**src/rtl/uart_tx_ctrl.sv**
```systemverilog
// UART transmitter: accepts a parallel word on a one-cycle strobe and serialises
// it as start bit, LSB-first data, optional even/odd parity and one stop bit.
module uart_tx_ctrl #(
  parameter int DATA_WIDTH   = 8,
  parameter int CLKS_PER_BIT = 1
) (
  input  logic                  clk,
  input  logic                  rst,
  input  logic [DATA_WIDTH-1:0] P_DATA,
  input  logic                  Data_Valid,
  input  logic                  PAR_EN,
  input  logic                  PAR_TYP,
  output logic                  TX_OUT,
  output logic                  Busy
);

  localparam int PRESC_W = ($clog2(CLKS_PER_BIT) > 1) ? $clog2(CLKS_PER_BIT) : 1;
  localparam int BIT_W   = ($clog2(DATA_WIDTH) > 1) ? $clog2(DATA_WIDTH) : 1;

  localparam logic [PRESC_W-1:0] PRESC_LAST = PRESC_W'(CLKS_PER_BIT - 1);
  localparam logic [BIT_W-1:0]   BIT_LAST   = BIT_W'(DATA_WIDTH - 1);

  typedef enum logic [2:0] {
    IDLE   = 3'd0,
    START  = 3'd1,
    DATA   = 3'd2,
    PARITY = 3'd3,
    STOP   = 3'd4
  } state_t;

  state_t                 state;
  state_t                 state_nxt;
  logic [PRESC_W-1:0]     presc_cnt;
  logic [BIT_W-1:0]       bit_cnt;
  logic [DATA_WIDTH-1:0]  shift_q;
  logic                   par_en_q;
  logic                   par_bit_q;
  logic                   tx_q;
  logic                   busy_q;
  logic                   tx_d;
  logic                   busy_d;
  logic                   bit_end;
  logic                   accept;

  function automatic logic parity_of(input logic [DATA_WIDTH-1:0] d,
                                     input logic                  odd);
    parity_of = odd ? ~^d : ^d;
  endfunction

  assign bit_end = (presc_cnt == PRESC_LAST);
  assign accept  = (state == IDLE) && Data_Valid;

  // Next state and the line/busy values that get registered on the next edge.
  always_comb begin
    state_nxt = state;
    tx_d      = 1'b1;
    busy_d    = 1'b0;
    case (state)
      IDLE: begin
        if (Data_Valid) state_nxt = START;
      end
      START: begin
        tx_d   = 1'b0;
        busy_d = 1'b1;
        if (bit_end) state_nxt = DATA;
      end
      DATA: begin
        tx_d   = shift_q[0];
        busy_d = 1'b1;
        if (bit_end && (bit_cnt == BIT_LAST)) state_nxt = par_en_q ? PARITY : STOP;
      end
      PARITY: begin
        tx_d   = par_bit_q;
        busy_d = 1'b1;
        if (bit_end) state_nxt = STOP;
      end
      STOP: begin
        tx_d   = 1'b1;
        busy_d = 1'b1;
        if (bit_end) state_nxt = IDLE;
      end
      default: begin
        state_nxt = IDLE;
      end
    endcase
  end

  always_ff @(posedge clk) begin
    if (rst) begin
      state  <= IDLE;
      tx_q   <= 1'b1;
      busy_q <= 1'b0;
    end else begin
      state  <= state_nxt;
      tx_q   <= tx_d;
      busy_q <= busy_d;
    end
  end

  // busy_d is high exactly in the legal non-IDLE states, so it also gates the prescaler.
  always_ff @(posedge clk) begin
    if (rst) begin
      presc_cnt <= '0;
    end else if (!busy_d || bit_end) begin
      presc_cnt <= '0;
    end else begin
      presc_cnt <= presc_cnt + 1'b1;
    end
  end

  always_ff @(posedge clk) begin
    if (rst) begin
      bit_cnt <= '0;
    end else if (state != DATA) begin
      bit_cnt <= '0;
    end else if (bit_end && (bit_cnt != BIT_LAST)) begin
      bit_cnt <= bit_cnt + 1'b1;
    end
  end

  // Frame contents are frozen at acceptance; parity is resolved then as well.
  always_ff @(posedge clk) begin
    if (rst) begin
      shift_q   <= '0;
      par_en_q  <= 1'b0;
      par_bit_q <= 1'b0;
    end else if (accept) begin
      shift_q   <= P_DATA;
      par_en_q  <= PAR_EN;
      par_bit_q <= parity_of(P_DATA, PAR_TYP);
    end else if ((state == DATA) && bit_end) begin
      shift_q   <= shift_q >> 1;
    end
  end

  assign TX_OUT = tx_q;
  assign Busy   = busy_q;

endmodule

```
**config.mk**
```make
export PLATFORM = sky130hd
export DESIGN_NAME = uart_tx_ctrl
export DESIGN_NICKNAME = d
export VERILOG_FILES = /design/src/rtl/uart_tx_ctrl.sv
export SDC_FILE = /design/constraint.sdc
export NUM_CORES = 1
export LEC_CHECK = 0
export ABC_CLOCK_PERIOD_IN_PS = 1600
export CAP_MARGIN = 20
export CORE_UTILIZATION = 60
export CTS_CLUSTER_SIZE = 24
export DETAILED_ROUTE_END_ITERATION = 16
export DONT_BUFFER_PORTS = 1
export PLACE_DENSITY = 0.76
export SYNTH_ARGS = -nofsm -noshare
export SYNTH_HDL_FRONTEND = slang
export SYNTH_SLANG_ARGS = --single-unit
export TNS_END_PERCENT = 30
```
**constraint.sdc**
```tcl
create_clock -name clk -period 1.6 [get_ports clk]
set_clock_uncertainty 0.05 [all_clocks]
set_input_delay 0.32 -clock clk [delete_from_list [all_inputs] [get_ports clk]]
set_output_delay 0.32 -clock clk [all_outputs]
set_load 0.005 [all_outputs]
```
==> metrics.txt <==
status complete, no violations; most common cell after layout, fill and taps aside dfxtp_1; WL per Instance 13.8 µm; Std-Cell Rows 14; critical path class flop to flop; f_max 693 MHz; Critical Path, Cell by Cell buf_4 -> nor4b_4 -> buf_4 -> nand2_1 -> a311oi_1; layout net count 135; largest net degree at the start of global routing 15; root buf cell clkbuf_4; syn nets 126; final hold vios 0; Worst path max stage delay 370 ps; via count 832; Initial DRT Pass Iterations 4; die width 43.3 µm; Pleak 0.430 nW; worst-skew pair later-pin latency 290 ps; via/cell ratio 6.16; CTS Buf Count 3; class of the worst hold path input port to flop; Worst-path clk slew 110 ps; CP max-delay cell dfxtp_1; I/O pin cnt 15; final setup fails 0; gpl congestion 0.800; Final Slew Violations 0; grt total ovfl 0; setup bufs post-CTS 0; PortBufs 0; register bit total from synthesis 19; register area share after synthesis 37.2%; first-pass GRT wire length 3050 µm; average size of a mapped cell 9.22 µm²; worst ir drop on vdd 0.627 mV; overall power 1.39 mW; die area 1870 µm²; shortest period the worst path allows 1440 ps; proportion of layout cells with a drive suffix above 1 19.3%; Crit path required time 1760 ps; commonest non-fill, non-tap cells in the layout dfxtp_1, nand2_1, nor2_1, a21oi_1, buf_4; Iteration-0 DRC Markers 26; Post-Layout Cell Count 135; placed cells 130; Core Footprint 1540 µm²; TritonCTS clock tree built; Antenna Nets Post-Route 0; vias in the first global route 702; GRT Util Overall 21.9%; synth-to-layout area growth 9.29%; critical path's top delay family flip-flops; count of cell types in the netlist 37; fin crit share 90.2%; DP HPWL 1350 µm; Diodes inserted 0; Starting Density 66.4%; CP Max Fanout 10; setup_tns 0 ps; CP startpoint kind flop; CP Capture Type flop; DRC errors left 0; Max Root-Sink Buffers 2; Yosys warnings 0; Synth Instances 111; initial antenna violation count 0; PwrDens 1240 nW/µm²; Total Wirelength 1870 µm; Most common cell on crit path buf_4; Post-Synthesis Cell Area 1020 µm²; RSZ-0062 raised after global routing no; clock tree sinks 19; die height 43.3 µm; crit path DAT 1610 ps; CTS H-Tree Depth 1; WP buf/inv 2; Max Cap Viol 0; fin util 72.6%
[worst paths after layout]
| kind | startpoint | endpoint | slack [ps] | cells after the start |
|---|---|---|---|---|
| worst max register to register | state[1] | shift_q[6] | 160 | 5 |
| worst min register to register | par_en_q | par_en_q | 420 | 2 |
| worst max-delay path | state[1] | shift_q[6] | 160 | 5 |
| worst min-delay path | rst | shift_q[4] | 20 | 1 |
[timing repair]
action,4_1_cts,5_1_grt
hold buffers,0,1
resized for setup,0,0
hold endpoints to repair,0,1
[flip-flops by register name, summed over array words and instances, names as in the netlist]
signal	cells
shift_q	8
bit_cnt	3
state	3
Busy	1
TX_OUT	1
par_bit_q	1
par_en_q	1
presc_cnt	1
[routing by layer]
layer	vias up	track usage (%)	share of wire, %
li1	406	-	-
met1	383	29.3	47
met2	41	33.4	45
met3	2	7.23	7.5
met4	0	7.27	0.64
met5	-	0	0
[cells in the mapped netlist (all sizes together)]
cell type / number / share of area (%)
nand2: 18 / 6.6
a21oi: 8 / 3.9
a21o: 1 / 0.73
or3: 1 / 0.61
nand3b: 3 / 2.6
and4: 1 / 1.1
xnor3: 1 / 2.2
nor4b: 2 / 3.2
xor2: 2 / 1.7
o21bai: 1 / 0.73
o221a: 1 / 1.1
nor2b: 2 / 1.2
inv: 2 / 0.73
a311oi: 6 / 7.6
buf: 5 / 3.7
nand3: 2 / 0.98
clkbuf: 1 / 0.37
nor3b: 1 / 0.73
a311o: 1 / 0.98
nor4: 1 / 0.61
a32oi: 1 / 0.86
nand2b: 4 / 3.2
ha: 2 / 2.4
a22oi: 1 / 0.73
conb: 1 / 0.37
nor2: 11 / 4.3
a21boi: 2 / 1.5
xnor2: 5 / 4.3
o21ai: 4 / 2.0
dfxtp: 19 / 37
a211oi: 1 / 2.0
[metrics by stage]
| stage | area, µm² | hold slack (ps) | worst slack, ps |
|---|---|---|---|
| 6_report | 1120 | 23.0 | 156 |
| 5_1_grt | 1120 | 0.261 | 28.1 |
| 4_1_cts | 1110 | 19.4 | 136 |
| 3_5_place_dp | 1080 | 342 | 97.6 |
| 3_3_place_gp | 1080 | 340 | 112 |
| 2_1_floorplan | 1020 | 342 | 148 |
[final cells by class]
class / instances / area [µm²]
fillers: 119 / 423
inverters: 2 / 7.51
well taps: 16 / 20.0
repair buffers: 10 / 90.1
multi-input cells: 84 / 594
flip-flops and latches: 19 / 380
clock buffers: 4 / 26.3
[kinds of logic (layout without fill, tap and decap cells)]
group	Yosys count	after routing	synth area share, %
xor gates and xnor gates	8	8	8.19
other	1	1	0.366
buffers and inverters	8	16	4.77
AOI/OAI and AO/OA	27	27	22.0
adders and majority gates	2	2	2.44
and+or+nand+nor	46	46	25.1
DFF	19	19	37.2
[report_power, final]
group	leakage [nW]	switching (mW)	internal, mW	total (mW)
registers	0.156	0.0715	0.557	0.628
clock network	0.0150	0.145	0.0970	0.242
logic	0.259	0.250	0.268	0.518
total	0.430	0.466	0.922	1.39
No activity file was read; power rests on OpenSTA's default activity.
